### src/rtl/seq_pkg.sv
// ============================================================================
// seq_pkg : shared types and constants for slice_sequencer_n
// Revision: 1.0
// ============================================================================
`default_nettype none

package seq_pkg;

  localparam int MAX_COMP = 4;

  localparam logic [2:0] SZ16 = 3'd2;
  localparam logic [2:0] SZ32 = 3'd4;

  typedef logic [2:0] seq_state_t;
  localparam seq_state_t ST_IDLE     = 3'd0;
  localparam seq_state_t ST_HEADER   = 3'd1;
  localparam seq_state_t ST_COMP_GAP = 3'd2;
  localparam seq_state_t ST_COMP_RUN = 3'd3;
  localparam seq_state_t ST_CALC     = 3'd4;
  localparam seq_state_t ST_PATCH    = 3'd5;
  localparam seq_state_t ST_DONE     = 3'd6;

  typedef enum logic [1:0] {
    PK_SLICE   = 2'd0,
    PK_PICTURE = 2'd1,
    PK_FRAME   = 2'd2,
    PK_COMP    = 2'd3
  } patch_kind_e;

  // Patch table order is fixed: slice, picture, frame, then component sizes.
  function automatic patch_kind_e entry_kind(input int unsigned idx);
    case (idx)
      0:       return PK_SLICE;
      1:       return PK_PICTURE;
      2:       return PK_FRAME;
      default: return PK_COMP;
    endcase
  endfunction

  function automatic logic [2:0] kind_bytes(input patch_kind_e kind);
    return ((kind == PK_PICTURE) || (kind == PK_FRAME)) ? SZ32 : SZ16;
  endfunction

endpackage

`default_nettype wire

### src/rtl/seq_patch_emitter.sv
// ============================================================================
// seq_patch_emitter : walks the latched patch table, skipping zero entries,
//                     and holds each write until the patcher accepts it.
// Revision: 1.0
// ============================================================================
`default_nettype none

module seq_patch_emitter
  import seq_pkg::*;
#(
  parameter int W     = 32,
  parameter int N_ENT = 5
) (
  input  logic                      clk,
  input  logic                      rst,
  input  logic                      load,
  input  logic [N_ENT-1:0][W-1:0]   ld_val,
  input  logic [N_ENT-1:0][W-1:0]   ld_addr,
  input  logic [N_ENT-1:0][2:0]     ld_bytes,
  input  logic                      wr_ready,
  output logic                      wr_valid,
  output logic [W-1:0]              wr_addr,
  output logic [W-1:0]              wr_val,
  output logic [2:0]                wr_bytes,
  output logic                      active,
  output logic                      last_accept
);

  localparam int IDXW = $clog2(N_ENT);

  logic [N_ENT-1:0][W-1:0] val_q, val_d;
  logic [N_ENT-1:0][W-1:0] addr_q, addr_d;
  logic [N_ENT-1:0][2:0]   bytes_q, bytes_d;
  logic [IDXW-1:0]         idx_q, idx_d;
  logic                    active_q, active_d;

  logic [N_ENT-1:0]        ld_nz;
  logic [N_ENT-1:0]        rest_nz;
  logic                    ld_found;
  logic                    nx_found;
  logic [IDXW-1:0]         ld_idx;
  logic [IDXW-1:0]         nx_idx;
  logic                    accept;

  // Lowest set bit wins; MSB of the result flags "found".
  function automatic logic [IDXW:0] first_set(input logic [N_ENT-1:0] m);
    logic [IDXW:0] r;
    r = '0;
    for (int j = N_ENT - 1; j >= 0; j--) begin
      if (m[j]) r = {1'b1, IDXW'(j)};
    end
    return r;
  endfunction

  always_comb begin
    ld_nz   = '0;
    rest_nz = '0;
    for (int j = 0; j < N_ENT; j++) begin
      ld_nz[j]   = |ld_val[j];
      rest_nz[j] = (|val_q[j]) && (j > int'(idx_q));
    end
    {ld_found, ld_idx} = first_set(ld_nz);
    {nx_found, nx_idx} = first_set(rest_nz);

    accept      = active_q & wr_ready;
    last_accept = accept & ~nx_found;

    val_d    = val_q;
    addr_d   = addr_q;
    bytes_d  = bytes_q;
    idx_d    = idx_q;
    active_d = active_q;

    // Next index is chosen in the accept cycle, so skipped entries cost no bubble.
    if (load) begin
      val_d    = ld_val;
      addr_d   = ld_addr;
      bytes_d  = ld_bytes;
      idx_d    = ld_idx;
      active_d = ld_found;
    end else if (accept) begin
      if (nx_found) idx_d = nx_idx;
      else          active_d = 1'b0;
    end
  end

  always_ff @(posedge clk) begin
    if (rst) begin
      val_q    <= '0;
      addr_q   <= '0;
      bytes_q  <= '0;
      idx_q    <= '0;
      active_q <= 1'b0;
    end else begin
      val_q    <= val_d;
      addr_q   <= addr_d;
      bytes_q  <= bytes_d;
      idx_q    <= idx_d;
      active_q <= active_d;
    end
  end

  assign wr_valid = active_q;
  assign wr_addr  = addr_q[idx_q];
  assign wr_val   = val_q[idx_q];
  assign wr_bytes = bytes_q[idx_q];
  assign active   = active_q;

endmodule

`default_nettype wire

### src/rtl/slice_sequencer_n.sv
// ============================================================================
// slice_sequencer_n : per-slice header/component phase sequencer with size
//                     patch-write emission. Optional macro: SEQ_TIMEOUT_EN.
// Revision: 1.0
// ============================================================================
`default_nettype none

module slice_sequencer_n
  import seq_pkg::*;
#(
  parameter int NUM_COMP = 3,
  parameter int W        = 32,
  parameter int Y_BLOCKS = 32,
  parameter int C_BLOCKS = 16,
  parameter int C_BASE   = 2048,
  parameter int C_STRIDE = 1024
) (
  input  logic          clock,
  input  logic          reset,
  input  logic          start,
  input  logic          header_done,
  input  logic          comp_done,
  input  logic [W-1:0]  bit_total_byte_size,
  input  logic [W-1:0]  slice_size_table_size,
  input  logic [W-1:0]  slice_size_offset_addr,
  input  logic [W-1:0]  picture_size_offset_addr,
  input  logic [W-1:0]  frame_size_offset_addr,
  input  logic [W-1:0]  comp_size_base_addr,
`ifdef SEQ_TIMEOUT_EN
  input  logic [15:0]   hdr_budget,
  input  logic [15:0]   comp_budget,
  output logic          timeout_err,
`endif
  output logic          header_run,
  output logic          comp_run,
  output logic [1:0]    comp_idx,
  output logic          is_y,
  output logic [W-1:0]  offset,
  output logic [W-1:0]  block_num,
  output logic          wr_valid,
  input  logic          wr_ready,
  output logic [W-1:0]  wr_addr,
  output logic [W-1:0]  wr_val,
  output logic [2:0]    wr_bytes,
  output logic          busy,
  output logic          done
);

  localparam int N_ENT = NUM_COMP + 2;

  seq_state_t                 state_q, state_d;
  logic [W-1:0]               base_q, base_d;
  logic [NUM_COMP-1:0][W-1:0] size_q, size_d;
  logic [1:0]                 idx_q, idx_d;
  logic                       header_run_q, header_run_d;
  logic                       comp_run_q, comp_run_d;
  logic [W-1:0]               offset_q, offset_d;
  logic [W-1:0]               block_num_q, block_num_d;
  logic                       is_y_q, is_y_d;
  logic                       busy_q, busy_d;
  logic                       done_q, done_d;

  logic                       hdr_evt;
  logic                       comp_evt;
  logic                       emit_active;
  logic                       emit_last;
  logic [W-1:0]               slice_v, picture_v, frame_v;
  logic [N_ENT-1:0][W-1:0]    ent_val, ent_addr;
  logic [N_ENT-1:0][2:0]      ent_bytes;

  function automatic logic [W-1:0] phase_offset(input logic [1:0] idx);
    if (idx == 2'd0) return '0;
    return W'(C_BASE) + W'(C_STRIDE) * W'(idx - 2'd1);
  endfunction

  function automatic logic [W-1:0] phase_blocks(input logic [1:0] idx);
    return (idx == 2'd0) ? W'(Y_BLOCKS) : W'(C_BLOCKS);
  endfunction

`ifdef SEQ_TIMEOUT_EN
  logic [15:0] phase_cnt_q, phase_cnt_d;
  logic        timeout_err_q, timeout_err_d;
  logic        hdr_to, comp_to;

  // Counter reads 1 in the first cycle of a phase; a zero budget never expires.
  assign hdr_to   = (state_q == ST_HEADER)   && (hdr_budget  != 16'd0) && (phase_cnt_q == hdr_budget);
  assign comp_to  = (state_q == ST_COMP_RUN) && (comp_budget != 16'd0) && (phase_cnt_q == comp_budget);
  assign hdr_evt  = header_done | hdr_to;
  assign comp_evt = comp_done | comp_to;

  always_comb begin
    phase_cnt_d   = phase_cnt_q + 16'd1;
    timeout_err_d = timeout_err_q;
    if (((state_d == ST_HEADER) && (state_q != ST_HEADER)) ||
        ((state_d == ST_COMP_RUN) && (state_q != ST_COMP_RUN))) begin
      phase_cnt_d = 16'd1;
    end
    if ((state_q == ST_IDLE) && start)  timeout_err_d = 1'b0;
    if (hdr_to && !header_done)         timeout_err_d = 1'b1;
    if (comp_to && !comp_done)          timeout_err_d = 1'b1;
  end

  always_ff @(posedge clock) begin
    if (reset) begin
      phase_cnt_q   <= '0;
      timeout_err_q <= 1'b0;
    end else begin
      phase_cnt_q   <= phase_cnt_d;
      timeout_err_q <= timeout_err_d;
    end
  end

  assign timeout_err = timeout_err_q;
`else
  assign hdr_evt  = header_done;
  assign comp_evt = comp_done;
`endif

  always_comb begin
    state_d      = state_q;
    base_d       = base_q;
    size_d       = size_q;
    idx_d        = idx_q;
    header_run_d = header_run_q;
    comp_run_d   = comp_run_q;
    offset_d     = offset_q;
    block_num_d  = block_num_q;
    is_y_d       = is_y_q;
    busy_d       = busy_q;
    done_d       = 1'b0;

    case (state_q)
      ST_IDLE: begin
        if (start) begin
          state_d      = ST_HEADER;
          header_run_d = 1'b1;
          busy_d       = 1'b1;
          base_d       = '0;
          size_d       = '0;
        end
      end
      ST_HEADER: begin
        if (hdr_evt) begin
          base_d       = bit_total_byte_size - slice_size_table_size;
          header_run_d = 1'b0;
          idx_d        = 2'd0;
          offset_d     = phase_offset(2'd0);
          block_num_d  = phase_blocks(2'd0);
          is_y_d       = 1'b1;
          state_d      = ST_COMP_GAP;
        end
      end
      ST_COMP_GAP: begin
        comp_run_d = 1'b1;
        state_d    = ST_COMP_RUN;
      end
      ST_COMP_RUN: begin
        if (comp_evt) begin
          size_d[idx_q] = bit_total_byte_size;
          comp_run_d    = 1'b0;
          if (idx_q < 2'(NUM_COMP - 1)) begin
            idx_d       = idx_q + 2'd1;
            offset_d    = phase_offset(idx_q + 2'd1);
            block_num_d = phase_blocks(idx_q + 2'd1);
            is_y_d      = 1'b0;
            state_d     = ST_COMP_GAP;
          end else begin
            state_d = ST_CALC;
          end
        end
      end
      ST_CALC: state_d = ST_PATCH;
      ST_PATCH: begin
        if (emit_last || !emit_active) begin
          state_d = ST_DONE;
          done_d  = 1'b1;
          busy_d  = 1'b0;
        end
      end
      ST_DONE: state_d = ST_IDLE;
      default: state_d = ST_IDLE;
    endcase
  end

  // Patch table is evaluated in CALC and captured by the emitter on the same edge.
  always_comb begin
    slice_v = base_q;
    for (int i = 0; i < NUM_COMP; i++) slice_v = slice_v + size_q[i];
    frame_v   = slice_v + slice_size_table_size;
    picture_v = frame_v - picture_size_offset_addr + W'(1);

    ent_val   = '0;
    ent_addr  = '0;
    ent_bytes = '0;
    ent_val[0]  = slice_v;
    ent_addr[0] = slice_size_offset_addr;
    ent_val[1]  = picture_v;
    ent_addr[1] = picture_size_offset_addr;
    ent_val[2]  = frame_v;
    ent_addr[2] = frame_size_offset_addr;
    for (int i = 0; i < NUM_COMP - 1; i++) begin
      ent_val[3+i]  = size_q[i];
      ent_addr[3+i] = comp_size_base_addr + W'(2 * i);
    end
    for (int j = 0; j < N_ENT; j++) ent_bytes[j] = kind_bytes(entry_kind(j));
  end

  seq_patch_emitter #(
    .W     (W),
    .N_ENT (N_ENT)
  ) u_emitter (
    .clk         (clock),
    .rst         (reset),
    .load        (state_q == ST_CALC),
    .ld_val      (ent_val),
    .ld_addr     (ent_addr),
    .ld_bytes    (ent_bytes),
    .wr_ready    (wr_ready),
    .wr_valid    (wr_valid),
    .wr_addr     (wr_addr),
    .wr_val      (wr_val),
    .wr_bytes    (wr_bytes),
    .active      (emit_active),
    .last_accept (emit_last)
  );

  always_ff @(posedge clock) begin
    if (reset) begin
      state_q      <= ST_IDLE;
      base_q       <= '0;
      size_q       <= '0;
      idx_q        <= 2'd0;
      header_run_q <= 1'b0;
      comp_run_q   <= 1'b0;
      offset_q     <= '0;
      block_num_q  <= W'(Y_BLOCKS);
      is_y_q       <= 1'b1;
      busy_q       <= 1'b0;
      done_q       <= 1'b0;
    end else begin
      state_q      <= state_d;
      base_q       <= base_d;
      size_q       <= size_d;
      idx_q        <= idx_d;
      header_run_q <= header_run_d;
      comp_run_q   <= comp_run_d;
      offset_q     <= offset_d;
      block_num_q  <= block_num_d;
      is_y_q       <= is_y_d;
      busy_q       <= busy_d;
      done_q       <= done_d;
    end
  end

  assign header_run = header_run_q;
  assign comp_run   = comp_run_q;
  assign comp_idx   = idx_q;
  assign is_y       = is_y_q;
  assign offset     = offset_q;
  assign block_num  = block_num_q;
  assign busy       = busy_q;
  assign done       = done_q;

endmodule

`default_nettype wire

### config.mk
export PLATFORM = sky130hd
export DESIGN_NAME = slice_sequencer_n
export DESIGN_NICKNAME = d
export VERILOG_FILES = /design/src/rtl/seq_pkg.sv /design/src/rtl/seq_patch_emitter.sv /design/src/rtl/slice_sequencer_n.sv
export SDC_FILE = /design/constraint.sdc
export NUM_CORES = 2
export LEC_CHECK = 0
export BUFFER_PORTS_ARGS = -buffer_cell sky130_fd_sc_hd__buf_2
export CAP_MARGIN = 5
export CORE_AREA = 2 2 257 259
export CTS_CLUSTER_DIAMETER = 150
export DETAILED_ROUTE_END_ITERATION = 7
export DIE_AREA = 0 0 259 261
export PLACE_DENSITY = 0.72
export SYNTH_ARGS = -nofsm -noshare
export SYNTH_HDL_FRONTEND = slang
export SYNTH_SLANG_ARGS = --single-unit
### constraint.sdc
create_clock -name clock -period 8.06 [get_ports clock]
set_input_delay 0.403 -clock clock [delete_from_list [all_inputs] [get_ports clock]]
set_output_delay 0.403 -clock clock [all_outputs]
set_load 0.05 [all_outputs]
After elaboration in Yosys (flattened, before gate mapping)
Index checks and enable logic that the tools add are counted.

Input bits: 198. Logic and storage cells: 161. Output and inout port bits: 139. Register bits: 527.

Muxes and demuxes: 67. Equal/unequal tests: 11. Reduce and logical (&&, ||, !) cells: 34. Add/subtract/negate cells: 11. Order comparisons: 8. Bitwise gates (word level): 4.

Operators with widths (number): $mux 32 (13); $reduce_or 32->1 (9); $bmux 32 s3 (2); $mux 96 (2); $pmux 32 s2 (3); $pmux 96 s2 (1); $add 32x32->32 (4); $bwmux 96 (1); $demux 32 s2 (1); $sub 32x32->32 (2); $mux 4 (9); $add 32x1->32 const B (1); $add 32x2->32 const B (1); $mux 3 (9); $pmux 3 s6 (1); $mux 1 (15); $add 13x13->14 const A (1); $reduce_bool 2->1 (7); $ne 2x2->1 const B (5); $bmux 3 s3 (1); $reduce_and 3->1 (3); $pmux 1 s2 (4); $reduce_and 4->1 (2); $eq 3x2->1 const B (2); other kinds (24) (36).

Logic depth before layout (Yosys ltp)
Word-level depth: 11. Depth in mapped cells: 35. Gate-level depth less buffers: 34.

Hierarchy
A second synthesis with hierarchy kept.

Cells, all modules: 3284. Area, all modules: 29353.2 um2.

Modules (own cells, without submodules): seq_patch_emitter (sequential area each 6786.5 um2, instances 1, cells an instance 1516, area each 15097.0 um2); slice_sequencer_n (sequential area each 2882.8 um2, instances 1, cells an instance 1768, area each 14256.2 um2).

Least setup slack after synthesis
Ideal clock, no wire load.

Path type: reg-to-reg. From: register base_q[1]. To: register u_emitter.idx_q[1]. Required time: 8.002 ns. Clock period less this slack: 7.606 ns. Arrival: 7.548 ns. Setup time: 0.058 ns. Path slack: 0.454 ns. Stages on the path, launching flop included: 33. Buffers on the path: 1. Cell sequence: dfxtp_1 -> inv_1 -> fa_1 -> inv_1 -> fa_1 -> ha_1 -> inv_1 -> fa_1 -> nor2b_1 -> o31ai_1 -> a21oi_1 -> a21oi_1 -> xnor2_1 -> ha_1 -> a21o_1 -> or3_1 -> o211a_1 -> or3_1 -> and2_1 -> ha_1 -> ha_1 -> clkbuf_1 -> a21oi_1 -> o21ai_0 -> a221o_1 -> a221o_1 -> a41oi_1 -> o21ai_0 -> xor2_1 -> nor4_1 -> nand4_1 -> nor3b_2 -> o211a_1.

RTL lines: from (decl) (line slice_sequencer_n.sv:52) `logic [W-1:0] base_q, base_d;`; from (signal assigned) (line slice_sequencer_n.sv:242) `base_q <= base_d;`; to (signal assigned) (line seq_patch_emitter.sv:98) `idx_q <= idx_d;`; to (decl) (line seq_patch_emitter.sv:34) `logic [IDXW-1:0] idx_q, idx_d;`.

==> impl_metrics.py <==
metrics = {
    "sta": {
        "tightest_slew_ns": 1.271,
        "period_share": 0.9686,
        "final-max-slew-violation-count": 0,
        "peak_freq_mhz": 128.1,
        "finalWorstPathRequiredPeriod_ns": 7.807,
        "finClkSkew_ns": 0.03210,
        "timing_hold_violations_final": 0,
        "timing.max_slew.rel_slack": 0.1529,
        "finalSetupViolCount": 0,
        "finalHoldWorstSlack_ns": 0.02704,
    },
    "pwr": {
        "power.switching_fraction": 0.3061,
        "powerDensity_nw_per_um2": 181.5,
        "clockPowerShare": 0.393,
        "cellLeakagePower_nw": 14.20,
        "power.share.sequential": 0.372,
        "total_power_mw": 6.302,
        "comb_power_share": 0.236,
        "switchingPower_mw": 1.929,
        "cell_internal_pwr_mw": 4.373,
        "maximum_resistive_drop_on_vdd_v": 0.0001592,
    },
    "synth": {
        "synth_top_family_by_area": "compound AO/OA/AOI/OAI gates",
        "post_synth_inst_count": 3736,
        "number_of_storage_elements_in_the_synthesis_netlist": 468,
        "synth_compound_gate_area_share": 0.2232,
        "share_of_the_yosys_chip_area_belonging_to_registers": 0.3233,
        "synth-async-reset-ratio": 0,
        "yosys.area_share.simple": 0.1974,
        "synth_top_area_cell": "sky130_fd_sc_hd__dfxtp_1",
        "yosys.area_share.xor_xnor": 0.03856,
        "post_synth_main_area_contributors": "sky130_fd_sc_hd__dfxtp_1 32%, sky130_fd_sc_hd__nand2_1 9.2%, sky130_fd_sc_hd__a21oi_1 7.2%",
        "yosys-mux-area-fraction": 0.02815,
        "post-synth-top-area-fraction": 0.3233,
        "synth_area_um2": 28980,
        "postSynth.topFlopCell": "sky130_fd_sc_hd__dfxtp_1",
        "synth_most_common_cell": "sky130_fd_sc_hd__nand2_1",
        "yosys.area_share.adder": 0.1153,
        "synth_area_per_cell_um2": 7.757,
        "synth_edf_count": 0,
        "synth_warnings": 0,
        "most_common_library_cells_after_synthesis": "707 x sky130_fd_sc_hd__nand2_1, 468 x sky130_fd_sc_hd__dfxtp_1, 418 x sky130_fd_sc_hd__a21oi_1, 283 x sky130_fd_sc_hd__nor2_1, 243 x sky130_fd_sc_hd__inv_1",
        "synth_cell_types": 82,
    },
    "setup_path": {
        "cp-end-kind": "register",
        "buf_inv_stages_crit_path": 4,
        "cp_data_arrival_time_ns": 8.31,
        "timing.setup.critical_path_class": "register to register",
        "slowest_delay_ns": 0.55,
        "cp.required_ns": 8.56,
        "critical_path.top_delay_family": "adder cells",
        "crit_path_max_fanout": 3,
        "worstSetupStartpointType": "register",
        "timing.critical_path.mode_cell": "sky130_fd_sc_hd__inv_1",
        "slowest_stage": "sky130_fd_sc_hd__fa_1",
    },
    "route": {
        "first_iter_violations": 2687,
        "drt-total-wl_mm": 100.8,
        "detail_route.vias_per_cell": 5.723,
        "drt_drc_violations_left": 0,
        "first_pass_iters": 6,
        "wire_per_inst_um": 20.13,
        "route.antenna.remaining_nets": 0,
        "total_via_count_in_the_routed_design": 28670,
    },
    "cells_and_area": {
        "finish.net_count": 4526,
        "postLayoutCellArea_um2": 34730,
        "layout-area-overhead-vs-synth_pct": 19.83,
        "layout-drive-gt1-share": 0.1658,
    },
    "cts": {
        "ctsRootBufferMaster": "sky130_fd_sc_hd__clkbuf_16",
        "h-tree-depth": 2,
        "tritoncts": "built",
        "cts_sinks": 468,
        "clkSlewWorstSetupHoldPaths_ns": 0.06,
        "cts_inserted_buffers": 54,
        "ctsLongestPathBuffers": 3,
        "clk-insertion-delay-late_ns": 0.63,
    },
    "placement": {
        "io_buffer_count": 295,
        "postPlaceCellArea_um2": 32000,
        "finalWeightedCongestion": 0.9412,
        "dp_hpwl_mm": 74.36,
    },
    "grt": {
        "grt_first_pass_wirelength_mm": 152.6,
        "antenna_found_initial": 6,
        "grt_start_max_net_pins": 214,
        "tot_gr_track_use": 0.2871,
        "first_global_vias": 26690,
        "grt_remaining_overflow": 0,
    },
    "run": {
        "max_cap_viol_count": 0,
    },
    "outcome": {
        "run_status": "finished, final reports clean",
    },
    "floorplanning": {
        "die-height_um": 261,
        "die_w_um": 259,
        "core_area_um2": 65040,
        "floorplan.io_pins": 337,
        "initial_core_util": 0.4456,
        "floorplan.rows": 94,
        "die_area_um2": 67600,
    },
    "hold_path": {
        "worstHoldPathType": "input port to register",
    },
}
[power groups by stage]
stage	sequential (mW)	combinational, mW	clock (mW)
2_1_floorplan	2.40	0.861	0
3_3_place_gp	2.39	1.36	0
3_5_place_dp	2.39	1.36	0
4_1_cts	2.34	1.39	2.51
5_1_grt	2.34	1.62	2.59
6_report	2.34	1.49	2.47
[per-stage QoR]
| stage | cells | utilization | setup TNS [ns] | setup WS (ns) |
|---|---|---|---|---|
| floorplan | 3776 | - | 0 | 0.4541 |
| global placement | 4860 | 0.4921 | -0.7405 | -0.2077 |
| detailed placement | 4860 | 0.4921 | -1.379 | -0.3641 |
| CTS | 4995 | 0.5261 | 0 | 0.01709 |
| global route | 5006 | 0.5338 | -0.1131 | -0.05030 |
| finish | 5009 | 0.5339 | 0 | 0.2529 |
[cells in the final DEF, fill, tap and decap left out, types with 59 or more instances in the layout]
master,netlist,routed
sky130_fd_sc_hd__mux2i_1,68,68
sky130_fd_sc_hd__a221o_1,59,59
sky130_fd_sc_hd__buf_2,0,294
sky130_fd_sc_hd__o21ai_0,149,141
sky130_fd_sc_hd__buf_4,59,198
sky130_fd_sc_hd__fa_1,65,64
sky130_fd_sc_hd__nor2_1,283,275
sky130_fd_sc_hd__nand2_1,707,704
sky130_fd_sc_hd__dfxtp_1,468,465
sky130_fd_sc_hd__a22oi_1,116,116
sky130_fd_sc_hd__ha_1,163,153
sky130_fd_sc_hd__a21oi_1,418,407
sky130_fd_sc_hd__xnor2_1,75,69
sky130_fd_sc_hd__inv_1,243,243
[worst paths after layout]
| kind | slack (ns) | cells after the start | from | endpoint |
|---|---|---|---|---|
| setup / recovery | 0.25 | 32 | base_q[1]$_SDFFE_PP0P_ | u_emitter.active$_SDFFE_PP0P_ |
| hold / removal | 0.03 | 3 | slice_size_offset_addr[5] | u_emitter.addr_q[5]$_SDFFE_PP0P_ |
| setup reg to reg | 0.25 | 32 | base_q[1]$_SDFFE_PP0P_ | u_emitter.active$_SDFFE_PP0P_ |
| hold reg to reg | 0.45 | 2 | u_emitter.addr_q[99]$_SDFFE_PP0P_ | u_emitter.addr_q[99]$_SDFFE_PP0P_ |
[worst register-to-register path: cells and delay by family (launching register included)]
kind                     cells  cell delay, ns
flip-flops                   1            0.33
AND/OR/NAND/NOR              8            2.21
adder cells (fa/ha/maj)      7            2.34
buffers and inverters        4            0.34
AO/OA/AOI/OAI               12            2.26
XOR/XNOR                     1            0.23
[final cells by class]
type                            instances  area (µm²)
Fill cell                            6235       30310
Multi-Input combinational cell       2796       18150
Sequential cell                       468        9375
Timing Repair Buffer                  537        3433
Clock buffer                           72        1499
Tap cell                              864        1081
Inverter                              243       912.1
Clock inverter                         21       255.2
Antenna cell                            8       20.02
[state kept, by name, indices dropped and copies added, names as in the netlist, 2 cells and up]
name / count
u_emitter.idx_q: 3
u_emitter.val_q: 160
state_q: 3
u_emitter.addr_q: 159
offset: 4
size_q: 32
ent_val: 64
base_q: 32
comp_idx: 2
block_num: 2
[cell families after synthesis]
logic type	count (synthesis)
AO/OA/AOI/OAI	1016
XOR/XNOR	125
adder cells (fa/ha/maj)	228
buffers and inverters	512
flip-flops	468
multiplexers	75
other	1
AND/OR/NAND/NOR	1311
[metal layers]
| layer | routed length [µm] | track usage |
|---|---|---|
| met1 | 42790 | 0.3772 |
| met2 | 45350 | 0.4660 |
| met5 | 0 | 0 |
| met3 | 7301 | 0.03591 |
| met4 | 5407 | 0.1448 |
[repair_timing]
action | in CTS | in global routing
gates resized for setup | 11 | 84
endpoints found under the hold margin | 42 | 0
setup buffers | 0 | 6
gates cloned | 0 | 0
pin swaps | 5 | 40
hold buffers | 42 | 0
endpoints found under the setup margin | 5 | 6
(Power assumes the default switching activity.)
